`src/rtl/muldiv_ctrl_pkg.sv`:
```
// Shared encodings for the EX-stage multiply/divide sequencer.
package muldiv_ctrl_pkg;

    localparam logic [1:0] MD_MULT  = 2'b00;
    localparam logic [1:0] MD_MULTU = 2'b01;
    localparam logic [1:0] MD_DIV   = 2'b10;
    localparam logic [1:0] MD_DIVU  = 2'b11;

    // Divide-by-zero quotient; the remainder slot carries the dividend.
    localparam logic [31:0] DIV0_LO = 32'hFFFF_FFFF;

    typedef enum logic [1:0] {
        StIdle,
        StMul,
        StDiv,
        StDone
    } md_state_e;

endpackage

```
`src/rtl/muldiv_ctrl_if.sv`:
```
// Request, multiplier, divider and result signals of the mul/div sequencer.
interface muldiv_ctrl_if;

    logic        i_op_valid;
    logic [1:0]  i_op_type;
    logic [31:0] i_op_a;
    logic [31:0] i_op_b;
    logic        i_flush;
    logic        i_ex_adv;

    logic        o_mul_signed;
    logic [31:0] o_mul_a;
    logic [31:0] o_mul_b;
    logic [63:0] i_mul_result;

    logic        o_div_start;
    logic        o_div_annul;
    logic        o_div_signed;
    logic [31:0] o_div_a;
    logic [31:0] o_div_b;
    logic [63:0] i_div_result;
    logic        i_div_ready;

    logic        o_stallreq;
    logic        o_res_valid;
    logic [31:0] o_res_hi;
    logic [31:0] o_res_lo;

    modport slave (
        input  i_op_valid, i_op_type, i_op_a, i_op_b, i_flush, i_ex_adv,
        input  i_mul_result, i_div_result, i_div_ready,
        output o_mul_signed, o_mul_a, o_mul_b,
        output o_div_start, o_div_annul, o_div_signed, o_div_a, o_div_b,
        output o_stallreq, o_res_valid, o_res_hi, o_res_lo
    );

    modport master (
        output i_op_valid, i_op_type, i_op_a, i_op_b, i_flush, i_ex_adv,
        output i_mul_result, i_div_result, i_div_ready,
        input  o_mul_signed, o_mul_a, o_mul_b,
        input  o_div_start, o_div_annul, o_div_signed, o_div_a, o_div_b,
        input  o_stallreq, o_res_valid, o_res_hi, o_res_lo
    );

endinterface

```
`src/rtl/muldiv_cnt.sv`:
```
// 4-bit loadable down-counter with zero flag; times the multiplier latency.
module muldiv_cnt (
    input  logic       clk,
    input  logic       rst,
    input  logic       i_load,
    input  logic       i_dec,
    input  logic [3:0] i_val,
    output logic       o_zero
);

    logic [3:0] r_cnt;

    always_ff @(posedge clk) begin
        if (rst) begin
            r_cnt <= 4'd0;
        end else if (i_load) begin
            r_cnt <= i_val;
        end else if (i_dec && (r_cnt != 4'd0)) begin
            r_cnt <= r_cnt - 4'd1;
        end
    end

    assign o_zero = (r_cnt == 4'd0);

endmodule

```
`src/rtl/muldiv_ctrl.sv`:
```
// Sequences one mult/multu/div/divu at a time over the shared multiplier and divider,
// stalling EX while busy and presenting a registered {hi, lo} result.
module muldiv_ctrl
    import muldiv_ctrl_pkg::*;
#(
    parameter int unsigned MUL_LAT = 2
) (
    input logic           clk,
    input logic           rst,
    muldiv_ctrl_if.slave  md_if
);

    localparam logic [3:0] CntInit = 4'(MUL_LAT - 1);

    md_state_e   r_state;
    logic [1:0]  r_op;
    logic [31:0] r_a;
    logic [31:0] r_b;
    logic        r_res_valid;
    logic [31:0] r_res_hi;
    logic [31:0] r_res_lo;

    logic        w_cnt_load;
    logic        w_cnt_zero;

    assign w_cnt_load = (r_state == StIdle) && md_if.i_op_valid && !md_if.i_flush &&
                        !md_if.i_op_type[1];

    muldiv_cnt u_cnt (
        .clk    (clk),
        .rst    (rst),
        .i_load (w_cnt_load),
        .i_dec  (r_state == StMul),
        .i_val  (CntInit),
        .o_zero (w_cnt_zero)
    );

    always_ff @(posedge clk) begin
        if (rst) begin
            r_state     <= StIdle;
            r_op        <= 2'b00;
            r_a         <= 32'd0;
            r_b         <= 32'd0;
            r_res_valid <= 1'b0;
            r_res_hi    <= 32'd0;
            r_res_lo    <= 32'd0;
        end else if (md_if.i_flush) begin
            r_state     <= StIdle;
            r_res_valid <= 1'b0;
        end else begin
            unique case (r_state)
                StIdle: begin
                    if (md_if.i_op_valid) begin
                        r_op <= md_if.i_op_type;
                        r_a  <= md_if.i_op_a;
                        r_b  <= md_if.i_op_b;
                        unique case (md_if.i_op_type)
                            MD_MULT, MD_MULTU: r_state <= StMul;
                            MD_DIV, MD_DIVU: begin
                                if (md_if.i_op_b == 32'd0) begin
                                    r_state     <= StDone;
                                    r_res_valid <= 1'b1;
                                    r_res_hi    <= md_if.i_op_a;
                                    r_res_lo    <= DIV0_LO;
                                end else begin
                                    r_state <= StDiv;
                                end
                            end
                        endcase
                    end
                end
                StMul: begin
                    if (w_cnt_zero) begin
                        r_state                <= StDone;
                        r_res_valid            <= 1'b1;
                        {r_res_hi, r_res_lo}   <= md_if.i_mul_result;
                    end
                end
                StDiv: begin
                    if (md_if.i_div_ready) begin
                        r_state                <= StDone;
                        r_res_valid            <= 1'b1;
                        {r_res_hi, r_res_lo}   <= md_if.i_div_result;
                    end
                end
                StDone: begin
                    // op_valid is still the same instruction here; only ex_adv releases it.
                    if (md_if.i_ex_adv) begin
                        r_state     <= StIdle;
                        r_res_valid <= 1'b0;
                    end
                end
                default: r_state <= StIdle;
            endcase
        end
    end

    always_comb begin
        md_if.o_mul_signed = 1'b0;
        md_if.o_mul_a      = 32'd0;
        md_if.o_mul_b      = 32'd0;
        md_if.o_div_start  = 1'b0;
        md_if.o_div_annul  = 1'b0;
        md_if.o_div_signed = 1'b0;
        md_if.o_div_a      = 32'd0;
        md_if.o_div_b      = 32'd0;
        md_if.o_stallreq   = 1'b0;
        unique case (r_state)
            StIdle: md_if.o_stallreq = md_if.i_op_valid && !md_if.i_flush;
            StMul: begin
                md_if.o_stallreq   = !md_if.i_flush;
                md_if.o_mul_signed = (r_op == MD_MULT);
                md_if.o_mul_a      = r_a;
                md_if.o_mul_b      = r_b;
            end
            StDiv: begin
                md_if.o_stallreq   = !md_if.i_flush;
                md_if.o_div_signed = (r_op == MD_DIV);
                md_if.o_div_a      = r_a;
                md_if.o_div_b      = r_b;
                md_if.o_div_start  = !md_if.i_flush && !md_if.i_div_ready;
                md_if.o_div_annul  = md_if.i_flush;
            end
            default: ;
        endcase
    end

    assign md_if.o_res_valid = r_res_valid;
    assign md_if.o_res_hi    = r_res_hi;
    assign md_if.o_res_lo    = r_res_lo;

endmodule
```
`src/flat_wrapper.sv`:
```
// flat-port wrapper written by rule: the top's interface ports become plain ports
module muldiv_ctrl_flat import muldiv_ctrl_pkg::*;
#(
    parameter int unsigned MUL_LAT = 2
)
  (clk, rst, md_if_i_op_valid, md_if_i_op_type, md_if_i_op_a, md_if_i_op_b, md_if_i_flush, md_if_i_ex_adv, md_if_i_mul_result, md_if_i_div_result, md_if_i_div_ready, md_if_o_mul_signed, md_if_o_mul_a, md_if_o_mul_b, md_if_o_div_start, md_if_o_div_annul, md_if_o_div_signed, md_if_o_div_a, md_if_o_div_b, md_if_o_stallreq, md_if_o_res_valid, md_if_o_res_hi, md_if_o_res_lo);
  muldiv_ctrl_if md_if_i ();
  input logic clk;
  input logic rst;
  input wire logic [$bits(md_if_i.i_op_valid)-1:0] md_if_i_op_valid;
  input wire logic [$bits(md_if_i.i_op_type)-1:0] md_if_i_op_type;
  input wire logic [$bits(md_if_i.i_op_a)-1:0] md_if_i_op_a;
  input wire logic [$bits(md_if_i.i_op_b)-1:0] md_if_i_op_b;
  input wire logic [$bits(md_if_i.i_flush)-1:0] md_if_i_flush;
  input wire logic [$bits(md_if_i.i_ex_adv)-1:0] md_if_i_ex_adv;
  input wire logic [$bits(md_if_i.i_mul_result)-1:0] md_if_i_mul_result;
  input wire logic [$bits(md_if_i.i_div_result)-1:0] md_if_i_div_result;
  input wire logic [$bits(md_if_i.i_div_ready)-1:0] md_if_i_div_ready;
  output wire logic [$bits(md_if_i.o_mul_signed)-1:0] md_if_o_mul_signed;
  output wire logic [$bits(md_if_i.o_mul_a)-1:0] md_if_o_mul_a;
  output wire logic [$bits(md_if_i.o_mul_b)-1:0] md_if_o_mul_b;
  output wire logic [$bits(md_if_i.o_div_start)-1:0] md_if_o_div_start;
  output wire logic [$bits(md_if_i.o_div_annul)-1:0] md_if_o_div_annul;
  output wire logic [$bits(md_if_i.o_div_signed)-1:0] md_if_o_div_signed;
  output wire logic [$bits(md_if_i.o_div_a)-1:0] md_if_o_div_a;
  output wire logic [$bits(md_if_i.o_div_b)-1:0] md_if_o_div_b;
  output wire logic [$bits(md_if_i.o_stallreq)-1:0] md_if_o_stallreq;
  output wire logic [$bits(md_if_i.o_res_valid)-1:0] md_if_o_res_valid;
  output wire logic [$bits(md_if_i.o_res_hi)-1:0] md_if_o_res_hi;
  output wire logic [$bits(md_if_i.o_res_lo)-1:0] md_if_o_res_lo;
  assign md_if_i.i_op_valid = md_if_i_op_valid;
  assign md_if_i.i_op_type = md_if_i_op_type;
  assign md_if_i.i_op_a = md_if_i_op_a;
  assign md_if_i.i_op_b = md_if_i_op_b;
  assign md_if_i.i_flush = md_if_i_flush;
  assign md_if_i.i_ex_adv = md_if_i_ex_adv;
  assign md_if_i.i_mul_result = md_if_i_mul_result;
  assign md_if_i.i_div_result = md_if_i_div_result;
  assign md_if_i.i_div_ready = md_if_i_div_ready;
  assign md_if_o_mul_signed = md_if_i.o_mul_signed;
  assign md_if_o_mul_a = md_if_i.o_mul_a;
  assign md_if_o_mul_b = md_if_i.o_mul_b;
  assign md_if_o_div_start = md_if_i.o_div_start;
  assign md_if_o_div_annul = md_if_i.o_div_annul;
  assign md_if_o_div_signed = md_if_i.o_div_signed;
  assign md_if_o_div_a = md_if_i.o_div_a;
  assign md_if_o_div_b = md_if_i.o_div_b;
  assign md_if_o_stallreq = md_if_i.o_stallreq;
  assign md_if_o_res_valid = md_if_i.o_res_valid;
  assign md_if_o_res_hi = md_if_i.o_res_hi;
  assign md_if_o_res_lo = md_if_i.o_res_lo;
  muldiv_ctrl #(.MUL_LAT(MUL_LAT)) u_core (.clk(clk), .rst(rst), .md_if(md_if_i));
endmodule
```
`config.mk`:
```
export PLATFORM = sky130hd
export DESIGN_NAME = muldiv_ctrl_flat
export DESIGN_NICKNAME = d
export VERILOG_FILES = /design/src/rtl/muldiv_ctrl_pkg.sv /design/src/rtl/muldiv_ctrl_if.sv /design/src/rtl/muldiv_cnt.sv /design/src/rtl/muldiv_ctrl.sv /design/src/flat_wrapper.sv
export SDC_FILE = /design/constraint.sdc
export NUM_CORES = 1
export LEC_CHECK = 0
export ABC_AREA = 1
export BUFFER_PORTS_ARGS = -buffer_cell sky130_fd_sc_hd__buf_4
export CORE_AREA = 2 2 155 157
export DETAILED_ROUTE_END_ITERATION = 10
export DIE_AREA = 0 0 157 159
export PLACE_DENSITY = 0.69
export REMOVE_ABC_BUFFERS = 1
export SYNTH_ARGS = -nofsm -noshare
export SYNTH_HDL_FRONTEND = slang
export SYNTH_HIERARCHICAL = 1
export SYNTH_SLANG_ARGS = --single-unit
```
`constraint.sdc`:
```
create_clock -name clk -period 2.6 [get_ports clk]
set_clock_uncertainty 0.15 [all_clocks]
set_input_delay 0.65 -clock clk [delete_from_list [all_inputs] [get_ports clk]]
set_output_delay 0.65 -clock clk [all_outputs]
set_load 0.02 [all_outputs]
```
# --- After elaboration in Yosys (flattened, before gate mapping) ---
# Cells that the tools add are included.
classes:
  n_addsub: 1
  n_mul: 0
  div: 0
  order_cmp: 0
  n_eq_ne: 13
  shifts: 0
  muxes: 37
  bitwise: 1
  n_reduce_logical: 26
op_table:
  columns: ["op", "count"]
  rows:
  - ["32-bit two-way mux", 14]
  - ["32-bit one-hot mux with 3 select lines", 2]
  - ["32-bit logical NOT", 1]
  - ["1-bit two-way mux", 13]
  - ["2-bit equality test, second input constant", 5]
  - ["2-bit inequality test, second input constant", 5]
  - ["2-bit OR reduction", 5]
  - ["2-bit two-way mux", 4]
  - ["2-bit one-hot mux with 4 select lines", 1]
  - ["7-bit AND reduction", 1]
  - ["1-bit logical AND", 6]
  - ["2-bit logical NOT", 3]
  - ["6-bit AND reduction", 1]
  - ["2-bit by 1-bit equality test with 1-bit output, second input constant", 2]
  - ["4-bit logical NOT", 1]
  - ["1-bit one-hot mux with 4 select lines", 1]
  - ["2-bit one-hot mux with 2 select lines", 1]
  - ["4-bit AND reduction", 1]
  - ["4-bit nonzero test", 1]
  - ["4-bit by 1-bit subtractor with 4-bit output, second input constant", 1]
  - ["1-bit logical NOT", 3]
  - ["3-bit AND reduction", 1]
  - ["3-bit nonzero test", 1]
  - ["2-bit by 1-bit inequality test with 1-bit output, second input constant", 1]
  - ["other kinds (3)", 3]
totals:
  regBits: 137
  latchBits: 0
  ram_bits: 0
  mem_bits_ro: 0
  in_bits: 200
  output_inout_bits: 198
  word_cells: 87
  memories: 0

# --- Longest topological paths before layout ---
# Gate-level depths: netlist (run 1).
depth:
  ltp_word: 5
  depth_mapped: 13
  depth_no_buf: 12

# --- Modules after synthesis ---
# The synthesis (run 1) kept the hierarchy.
by_module_without_submodules:
  columns: ["module", "n_inst", "cells_each", "area_each_um2", "seq_area_each_um2"]
  rows:
  - ["muldiv_ctrl", 1, 1195, 7293.2, 2662.6]
  - ["muldiv_cnt", 1, 41, 274.0, 80.1]

# --- Worst setup path after synthesis (run 1) ---
# Ideal clock, no wire load.
synth_timing:
  path_kind: "register to output"
  startpoint: "register u_core.r_state[1]"
  endpoint: "output port md_if_o_mul_a[11]"
  arrival_time_ns: 1.604
  t_required_ns: 1.800
  slack_ns: 0.196
  path_stages_with_launch: 8
  path_buffers: 3
  path_cell_list: "dfxtp_1 inv_1 ha_1 buf_2 clkbuf_1 buf_1 nand2_1 inv_1"
synth_via:
  elab_chain_len: 2
synth_lines:
  columns: ["element", "line", "source"]
  rows:
  - ["from (decl)", "muldiv_ctrl.sv:15", "md_state_e r_state;"]
  - ["from (signal assigned)", "muldiv_ctrl.sv:40", "r_state <= StIdle;"]
  - ["from (signal assigned)", "muldiv_ctrl.sv:48", "r_state <= StIdle;"]
  - ["from (signal assigned)", "muldiv_ctrl.sv:58", "MD_MULT, MD_MULTU: r_state <= StMul;"]
  - ["2-bit by 1-bit equality test with 1-bit output", "muldiv_ctrl.sv:108", "unique case (r_state)"]
  - ["32-bit two-way mux", "muldiv_ctrl.sv:108", null]
  - ["to (decl)", "flat_wrapper.sv:20", "output wire logic [$bits(md_if_i.o_mul_a)-1:0] md_if_o_mul_a;"]
# Every way passes these cells.

# --- Worst setup path in the final report (run 1) ---
layout_timing:
  startpoint: "register u_core.r_state[1]"
  endpoint: "output port md_if_o_mul_b[8]"
layout_via:
  elab_chain_len: 2
layout_lines:
  columns: ["element", "line", "source"]
  rows:
  - ["2-bit by 1-bit equality test with 1-bit output", "muldiv_ctrl.sv:108", null]
  - ["32-bit two-way mux", "muldiv_ctrl.sv:108", null]
  - ["to (decl)", "flat_wrapper.sv:21", "output wire logic [$bits(md_if_i.o_mul_b)-1:0] md_if_o_mul_b;"]
# Every way passes these cells.

==> run_results.csv, run 1 <==
group,metric,value,unit
outcome,status,"finished, final reports clean",
yosys,yosys-top-cells-area,"dfxtp_1 (36%), nand2_1 (14%), nor2_1 (13%), inv_1 (8.0%), o21ai_0 (5.7%)",
cts,cts_tree,"done",
timing,fin_crit_sh,95.6,%
yosys,avgSynthCellArea,6.12,sq um
floorplan,core-area,23200,sq um
finish,final_nets,1796,
timing,fmax,0.402,GHz
grt,gr-total-overflow,0,
floorplan,fp.dieH,159,microns
worst_setup_path,critical_path.cell_chain,"inv_1 -> ha_4 -> buf_16 -> nand2_1 -> inv_1 -> buf_4",
timing,rsz0062_at_grt,"false",
job,drv_cap,0,
cts,cts_root_buf,"clkbuf_16",
worst_setup_path,setup.worst_path.start_class,"flop",
yosys,synth-seq-area-share,36.2,%
finish,final_core_utilization,49.6,%
place,port_buffers,397,
grt,grt_pass1_vias,8222,
timing,hold_violations,0,
power_and_ir_drop,p_int,4440,uW
yosys,synth_area,7570,sq um
yosys,synth_ff_type,"dfxtp_1",
cts,clock_sinks,137,
power_and_ir_drop,p_switching,2000,uW
worst_setup_path,critPathRequiredTime,1.80,ns
yosys,ys_warn_count,6,
cts,h-tree-depth,4,
route,drc,0,
worst_setup_path,crit_type,"flop to primary output",
yosys,synth_cells,1236,
finish,area_growth,51.9,%
worst_setup_path,critPathArrivalTime,1.69,ns
timing,fin_hold_ws,0.265,ns
timing,fin_tns_setup,0,ns
grt,grt_pass1_wl,41.5,mm
cts,clkLatencyLatePin,0.42,ns
worst_setup_path,critPathCaptureType,"primary output",
worst_setup_path,crit_top_cell,"inv_1",
grt,grt_usage,20.7,%
yosys,synth_cell_types,27,
finish,ff_latch_area,2750,sq um
floorplan,initial_core_util,32.6,%
cts,clk_pin_slew,0.06,ns
worst_hold_path,hold_path_class,"input port to flop",
route,drt-initial-drc-count,599,
finish,final_common_cell,"buf_4",
place,place.gp.congestion,0.808,
cts,clk_path_buf_depth,2,
cts,cts_buffers,17,
power_and_ir_drop,ir_drop,0.000343,V
grt,grt_max_degree,71,
route,routedWlPerCell,14.1,microns
place,dp.cells,1886,
timing,setup_viol,0,
route,dr.pass1.iters,5,
power_and_ir_drop,p_leak,0.00645,uW
floorplan,rows,56,
power_and_ir_drop,power,6440,uW
finish,fillers,2333,
power_and_ir_drop,pwr-share-seq,36.7,%
yosys,synth_edf_count,0,
yosys,synth.largest_area_cell,"dfxtp_1",
route,ant_nets,0,
yosys,synthArstFlopShare,0,%
power_and_ir_drop,p_clk_share,38.9,%
floorplan,dieArea,25000,sq um
yosys,ys_seq_elements,137,
grt,antenna_found_initial,0,
timing,tightest_slew,0.707,ns
route,viasPerCell,4.63,
worst_setup_path,critical_path.max_fanout,65,
finish,most-common-layout-cells,"buf_4 (415), nand2_1 (284), nor2_1 (255)",
worst_setup_path,cp_slowest_cell,"dfxtp_4",
finish,antennaDiodeCount,0,
finish,fin_cells,1922,
finish,multi_input_area,3800,sq um
floorplan,dieWidth,157,microns
power_and_ir_drop,combPwrFrac,24.4,%
timing,min_period,2.49,ns
timing,drv_slew,0,
timing,relSlewSlack,52.9,%
route,via_count,8906,
place,hpwl,19.6,mm
floorplan,io_pins,398,
route,drt-total-wl,27.2,mm
power_and_ir_drop,p_per_area,560,nW/um^2
finish,drive_above_1_share,29.5,%
power_and_ir_drop,swShare,31.1,%
yosys,synth_top_area_share,36.2,%
worst_setup_path,slowest_delay,0.36,ns
[registers in the layout, indices dropped and copies added (netlist names)]
signal and count:
u_core/md_if.o_res_hi 32, u_core/md_if.o_res_lo 32, u_core/md_if.o_res_valid 1, u_core/r_a 32
u_core/r_b 32, u_core/r_op 2, u_core/r_state 2, u_core/u_cnt/r_cnt 4
[power by group through the flow]
stage               logic [uW]  clock network, uW  registers [uW]
floorplan                  751                  0            2450
global placement          1550                  0            2400
detailed placement        1550                  0            2400
CTS                       1570               2580            2360
global route              1730               2660            2380
finish                    1570               2510            2360
[cells by family after synthesis]
group | synth area share [%]
flip-flops | 36.2
XOR/XNOR | 0.116
other | 0.0992
AO/OA/AOI/OAI | 15.5
AND/OR/NAND/NOR | 32.8
adder cells (fa/ha/maj) | 0.992
buffers and inverters | 14.3
[through the flow]
step | worst slack, ns | instance area [sq um]
global placement | 0.235 | 10800
finish | 0.114 | 11500
CTS | 0.00540 | 11500
global route | 0.00717 | 11500
detailed placement | 0.197 | 10800
floorplan | -2.75 | 7110
[metal layers]
layer  vias up  GRT usage (%)  part of all wire, %
met1      4010           24.6                   41
met3        29           5.80                  8.0
met4         0           5.59                  1.6
met2       321           36.5                   49
li1       4546              -                    -
met5         -              0                    0
[worst paths after layout]
kind                              from                   endpoint  slack [ns]  cells past startpoint
max                  u_core/r_state[1]           md_if_o_mul_b[8]        0.11                      6
min                                rst      u_core/u_cnt/r_cnt[3]        0.26                      2
max reg2reg          u_core/r_state[1]             u_core/r_a[31]        0.46                      7
min reg2reg  u_core/md_if.o_res_hi[18]  u_core/md_if.o_res_hi[18]        0.33                      2
[cell usage after synthesis, types with 2 or more instances]
library cell and n:
o21ai_0 86, buf_2 20, inv_1 161, nand3_1 75, nor2_1 255, nand2_4 2, conb_1 2, nand3_2 2
nor3_1 2, nor2_2 2, buf_1 11, buf_4 9, nand2_1 285, dfxtp_1 137, clkbuf_1 44, o22ai_1 2
ha_1 6, a21oi_1 82, a221oi_1 32, o21ai_1 6, inv_2 2, buf_6 8
[repair_timing]
item | 4_1_cts | 5_1_grt
hold buffers | 0 | 0
buffers inserted | 1 | 3
setup endpoints to repair | 46 | 38
pin swaps | 1 | 0
cloned | 0 | 0
gates resized for setup | 1 | 4
[critical path, delay by kind of cell (launching register included)]
family	cells	cell delay, ns
AND/OR/NAND/NOR	1	0.12
buffers and inverters	4	0.56
adder cells (fa/ha/maj)	1	0.20
flip-flops	1	0.36
[final cells by class]
type | instances | share of cell area [%]
Sequential cell | 137 | 23.9
Clock buffer | 20 | 3.80
Multi-Input combinational cell | 845 | 33.0
Inverter | 164 | 5.38
Tap cell | 319 | 3.47
Clock inverter | 12 | 1.45
Timing Repair Buffer | 425 | 29.0
Power figures use the tool's default switching activity.
==> run 2: changes to the inputs <==
- ABC_AREA: 1 -> 0
- CORE_AREA: 2 2 155 157 -> 2 2 154 156
- DIE_AREA: 0 0 157 159 -> 0 0 156 158
- PLACE_DENSITY: 0.69 -> 0.67
- clock period: 2.6 -> 2.8 ns (I/O delays scaled with it)
==> run_results.csv, run 2 <==
group,metric,value,unit
grt,grt_max_degree,67,
floorplan,rows,56,
place,dp.cells,1544,
finish,final_core_utilization,47.9,%
cts,cts_root_buf,"clkbuf_16",
worst_setup_path,r2r-end,"u_core/md_if.o_res_lo[31]",
timing,tightest_slew,0.828,ns
yosys,synthArstFlopShare,0,%
finish,final_nets,1481,
cts,ctsHoldBuffers,0,
worst_setup_path,critPathArrivalTime,1.86,ns
yosys,ys_warn_count,6,
worst_hold_path,min_path_cells,2,
yosys,synth.largest_area_cell,"dfxtp_1",
timing,relSlewSlack,44.8,%
finish,antennaDiodeCount,0,
route,via_count,7916,
cts,h-tree-depth,4,
place,hpwl,19.7,mm
yosys,synth_common_cells,"nand2_1 (138), dfxtp_1 (137), and2_1 (130), a21oi_1 (100), clkbuf_1 (68)",
timing,fin_hold_ws,0.310,ns
floorplan,io_pins,398,
route,ant_nets,0,
yosys,avgSynthCellArea,7.69,sq um
worst_setup_path,rr_startpoint,"u_core/u_cnt/r_cnt[1]",
yosys,synth_edf_count,0,
floorplan,fp.dieH,158,microns
grt,gr-total-overflow,0,
grt,grt_usage,20.7,%
worst_setup_path,critical_path.max_fanout,65,
timing,setup_viol,0,
cts,cts_buffers,17,
route,routedWlPerCell,17.1,microns
route,drt-total-wl,27.0,mm
worst_setup_path,setup.worst_path.start_class,"flop",
worst_hold_path,hold_path_class,"flop to flop",
grt,antenna_found_initial,0,
yosys,yosys-top-cells-area,"dfxtp_1 (39%), and2_1 (11%), nand2_1 (7.3%), a21oi_1 (7.1%), a221oi_1 (4.0%)",
route,dr.pass1.iters,5,
finish,drive_above_1_share,37.1,%
power_and_ir_drop,p_per_area,487,nW/um^2
yosys,synth_top_area_share,38.8,%
timing,min_period,2.71,ns
place,place.gp.congestion,0.807,
cts,clk_path_buf_depth,2,
cts,clock_sinks,137,
timing,fin_tns_setup,0,ns
route,drt-initial-drc-count,566,
grt,grt_pass1_vias,7481,
floorplan,core-area,23100,sq um
power_and_ir_drop,p_leak,0.00473,uW
grt,grt_pass1_wl,40.2,mm
yosys,synth_ff_type,"dfxtp_1",
place,dpl_cell_area,10400,sq um
route,drc,0,
finish,area_growth,55.9,%
worst_setup_path,critPathCaptureType,"primary output",
yosys,synth_area,7080,sq um
yosys,yosysMostFrequentCell,"nand2_1",
cts,clk_pin_slew,0.06,ns
worst_setup_path,crit_type,"flop to primary output",
worst_hold_path,min_to,"u_core/r_a[29]",
cts,clkLatencyLatePin,0.40,ns
job,drv_cap,0,
finish,fillers,2286,
finish,multi_input_area,3980,sq um
power_and_ir_drop,ir_drop,0.000311,V
finish,ff_latch_area,2740,sq um
floorplan,dieArea,24600,sq um
timing,fin_crit_sh,96.8,%
yosys,synth_cell_types,36,
worst_setup_path,reg2reg_depth,9,
yosys,synth_cells,920,
worst_setup_path,ff2ff_setup_slack,0.21,ns
place,port_buffers,397,
outcome,status,"finished, final reports clean",
timing,hold_violations,0,
worst_setup_path,critPathRequiredTime,1.95,ns
timing,fmax,0.369,GHz
timing,rsz0062_at_grt,"true",
yosys,synth-seq-area-share,38.8,%
floorplan,initial_core_util,30.7,%
finish,finalInstanceArea,11000,sq um
worst_hold_path,min_from,"u_core/r_a[29]",
finish,fin_cells,1577,
floorplan,dieWidth,156,microns
finish,final_common_cell,"buf_4",
route,viasPerCell,5.02,
finish,most-common-layout-cells,"buf_4 (418), nand2_1 (138), dfxtp_1 (137)",
cts,cts_tree,"done",
timing,drv_slew,0,
yosys,ys_seq_elements,137,
run 2: cell count changes after synthesis, sizes merged, moves of 9 or more:
cell	change
nor2	-215
inv	-153
nand2	-150
and2	+130
o21ai	-59
nand3	-44
a311oi	+34
nand2b	+34
nor3	+34
a22oi	+32
clkbuf	+24
buf	-23
a21oi	+17
nor4	+9
run 2: final cells by class:
cell class / count / area share (%)
Inverter: 11 / 0.374
Tap cell: 290 / 3.29
Multi-Input combinational cell: 681 / 36.1
Sequential cell: 137 / 24.9
Clock inverter: 11 / 1.33
Timing Repair Buffer: 427 / 30.0
Clock buffer: 20 / 4.05
run 2: metal layers:
layer	vias up	part of all wire, %	global-route usage, %
met1	3711	42	25.7
li1	3908	-	-
met5	-	0	0
met3	29	6.1	4.54
met2	268	50	36.0
met4	0	1.6	5.99
run 2: what timing repair did:
item,4_1_cts,5_1_grt
setup buffers,1,1
endpoints found under the setup margin,20,36
endpoints found under the hold margin,0,0
gates resized for setup,1,2
run 2: worst max-delay path by stage:
stage,depth (start not counted),startpoint,slack (ns),endpoint
6_report,5,u_core/r_state[1],0.09,md_if_o_mul_a[10]
5_1_grt,5,u_core/r_state[1],-0.002,md_if_o_mul_a[10]
4_1_cts,5,u_core/r_state[0],0.04,md_if_o_stallreq
3_5_place_dp,7,md_if_i_op_b[15],-0.04,u_core/md_if.o_res_lo[12]
3_3_place_gp,7,md_if_i_op_b[15],0.06,u_core/md_if.o_res_lo[6]
2_1_floorplan,7,u_core/r_state[0],-4.28,u_core/md_if.o_res_lo[14]
run 2: cells by family after synthesis:
family                   count (synthesis)  share of synthesized area (%)
AND/OR/NAND/NOR                        429                           30.6
AO/OA/AOI/OAI                          240                           23.2
flip-flops                             137                           38.8
buffers and inverters                  104                           5.99
adder cells (fa/ha/maj)                  6                           1.06
multiplexers                             2                          0.283
other                                    2                          0.106
run 2: through the flow:
step / power, uW / worst slack [ns]
after detailed placement: 3130 / -0.0400
final: 5380 / 0.0889
after CTS: 5440 / 0.0364
after global routing: 5620 / -0.00151
after global placement: 3110 / 0.0613
after floorplan: 2560 / -4.28
run 2: report_power, final:
part	switching [uW]	internal [uW]	total [uW]	leakage [uW]
clock	865	1420	2290	0.000287
sequential	57.2	2040	2090	0.00111
combinational	552	445	997	0.00333
total	1470	3900	5380	0.00473
run 2: critical path, stage by stage (launching register included):
cell and delay [ns]:
dfxtp_1 0.36, inv_1 0.16, ha_4 0.25, buf_12 0.24, and2_1 0.22, buf_4 0.15
==> run 3: changes to the inputs <==
- PLACE_DENSITY: 0.67 -> 0.64
==> run_results.csv, run 3 (synthesis gave the netlist of run 2 again) <==
group,metric,value,unit
outcome,status,"finished, final reports clean",
timing,fmax,0.379,GHz
grt,grt_pass1_vias,7231,
job,drv_cap,0,
place,dpl_cell_area,10400,sq um
worst_setup_path,setup.worst_path.start_class,"flop",
route,met3_length,1.59,mm
route,drt-total-wl,27.1,mm
finish,final_common_cell,"buf_4",
worst_setup_path,crit_type,"flop to primary output",
timing,relSlewSlack,42.5,%
cts,h-tree-depth,4,
finish,fillers,2315,
place,port_buffers,397,
route,dr.pass1.iters,5,
power_and_ir_drop,ir_drop,0.000279,V
timing,min_period,2.64,ns
floorplan,rows,56,
worst_setup_path,critPathRequiredTime,1.95,ns
timing,hold_violations,0,
floorplan,initial_core_util,30.7,%
grt,antenna_found_initial,0,
cts,clock_sinks,137,
worst_setup_path,reg2reg_depth,9,
floorplan,core-area,23100,sq um
finish,most-common-layout-cells,"buf_4 (417), nand2_1 (138), dfxtp_1 (135)",
route,drt-initial-drc-count,536,
worst_setup_path,critPathCaptureType,"primary output",
cts,cts_root_buf,"clkbuf_16",
route,via_count,7912,
finish,final_nets,1482,
timing,drv_slew,0,
worst_setup_path,critPathArrivalTime,1.79,ns
grt,grt_max_degree,82,
grt,gr-total-overflow,0,
worst_hold_path,hold_path_class,"flop to flop",
cts,cts_buffers,17,
place,place.gp.congestion,0.857,
cts,clk_path_buf_depth,2,
route,wl_met2,13.6,mm
place,hpwl,19.4,mm
cts,cts_tree,"done",
floorplan,io_pins,398,
grt,grt_pass1_wl,40.2,mm
finish,drive_above_1_share,37.5,%
grt,grt_usage,20.6,%
floorplan,fp.dieH,158,microns
route,viasPerCell,5.01,
power_and_ir_drop,p_leak,0.00471,uW
finish,area_growth,55.5,%
timing,fin_crit_sh,94.2,%
finish,antennaDiodeCount,0,
floorplan,dieWidth,156,microns
timing,tightest_slew,0.863,ns
route,routedWlPerCell,17.1,microns
cts,clk_pin_slew,0.07,ns
route,maxUsedRoutingLayer,"met4",
cts,clkLatencyLatePin,0.41,ns
route,drc,0,
floorplan,dieArea,24600,sq um
route,ant_nets,0,
power_and_ir_drop,p_per_area,473,nW/um^2
timing,rsz0062_at_grt,"false",
timing,fin_tns_setup,0,ns
timing,setup_viol,0,
worst_hold_path,min_path_cells,2,
worst_setup_path,critical_path.max_fanout,6,
route,m1WireLength,11.6,mm
finish,finalInstanceArea,11000,sq um
==> run 3: cell count changes in the layout (fill, tap and decap cells not counted), sizes merged <==
cell / previous run / this run
bufinv: 3 / 1
inv: 12 / 13
clkinvlp: 2 / 5
buf: 427 / 428
clkinv: 5 / 6
clkbuf: 20 / 18
==> run 3: worst paths after layout <==
path                    startpoint                        end  slack [ns]
max              u_core/r_state[0]           md_if_o_stallreq        0.16
min                 u_core/r_b[18]             u_core/r_b[18]        0.31
max reg2reg  u_core/u_cnt/r_cnt[1]  u_core/md_if.o_res_lo[24]        0.17
min reg2reg         u_core/r_b[18]             u_core/r_b[18]        0.31
==> run 3: final cells by class <==
type / instances / area, sq um / share of cell area (%)
sequential: 137 / 2750 / 24.9
clock buffer: 18 / 429 / 3.90
inverter: 11 / 41.3 / 0.375
tap: 290 / 363 / 3.30
clock inverter: 14 / 123 / 1.11
timing repair buffer: 428 / 3330 / 30.3
multi-input combinational: 681 / 3970 / 36.1
==> run 3: power breakdown <==
group	total (uW)	internal, uW	switching, uW
logic	997	445	552
registers	2090	2040	59.0
clock network	2120	1220	894
total	5210	3700	1510
==> run 3: repair_timing <==
action	4_1_cts	5_1_grt
hold buffers	0	0
setup buffers	1	1
gates resized for setup	1	2
setup endpoints to repair	16	16
==> run 3: critical path, stage by stage, from the launching register on <==
cell and delay (ns):
dfxtp_2 0.36, inv_1 0.12, ha_2 0.28, nand2_1 0.16, a211oi_2 0.27, buf_4 0.18
==> run 3: layer usage <==
| layer | vias to the layer above | track usage [%] |
|---|---|---|
| met1 | 3733 | 26.6 |
| met3 | 16 | 4.71 |
| met2 | 244 | 35.4 |
| met5 | - | 0 |
| li1 | 3919 | - |
| met4 | 0 | 4.33 |
==> run 3: stage by stage <==
step                      hold WS [ns]  power (uW)  cells  utilization, %  setup slack [ns]
after global routing             0.336        5450   1579            47.7            0.0131
final                            0.308        5210   1579            47.7             0.163
after CTS                        0.309        5270   1578            47.7           0.00517
after global placement           0.296        3120   1545            45.2            0.0612
after detailed placement         0.300        3130   1545            45.2           -0.0231
after floorplan                  0.284        2560    829               -             -4.28
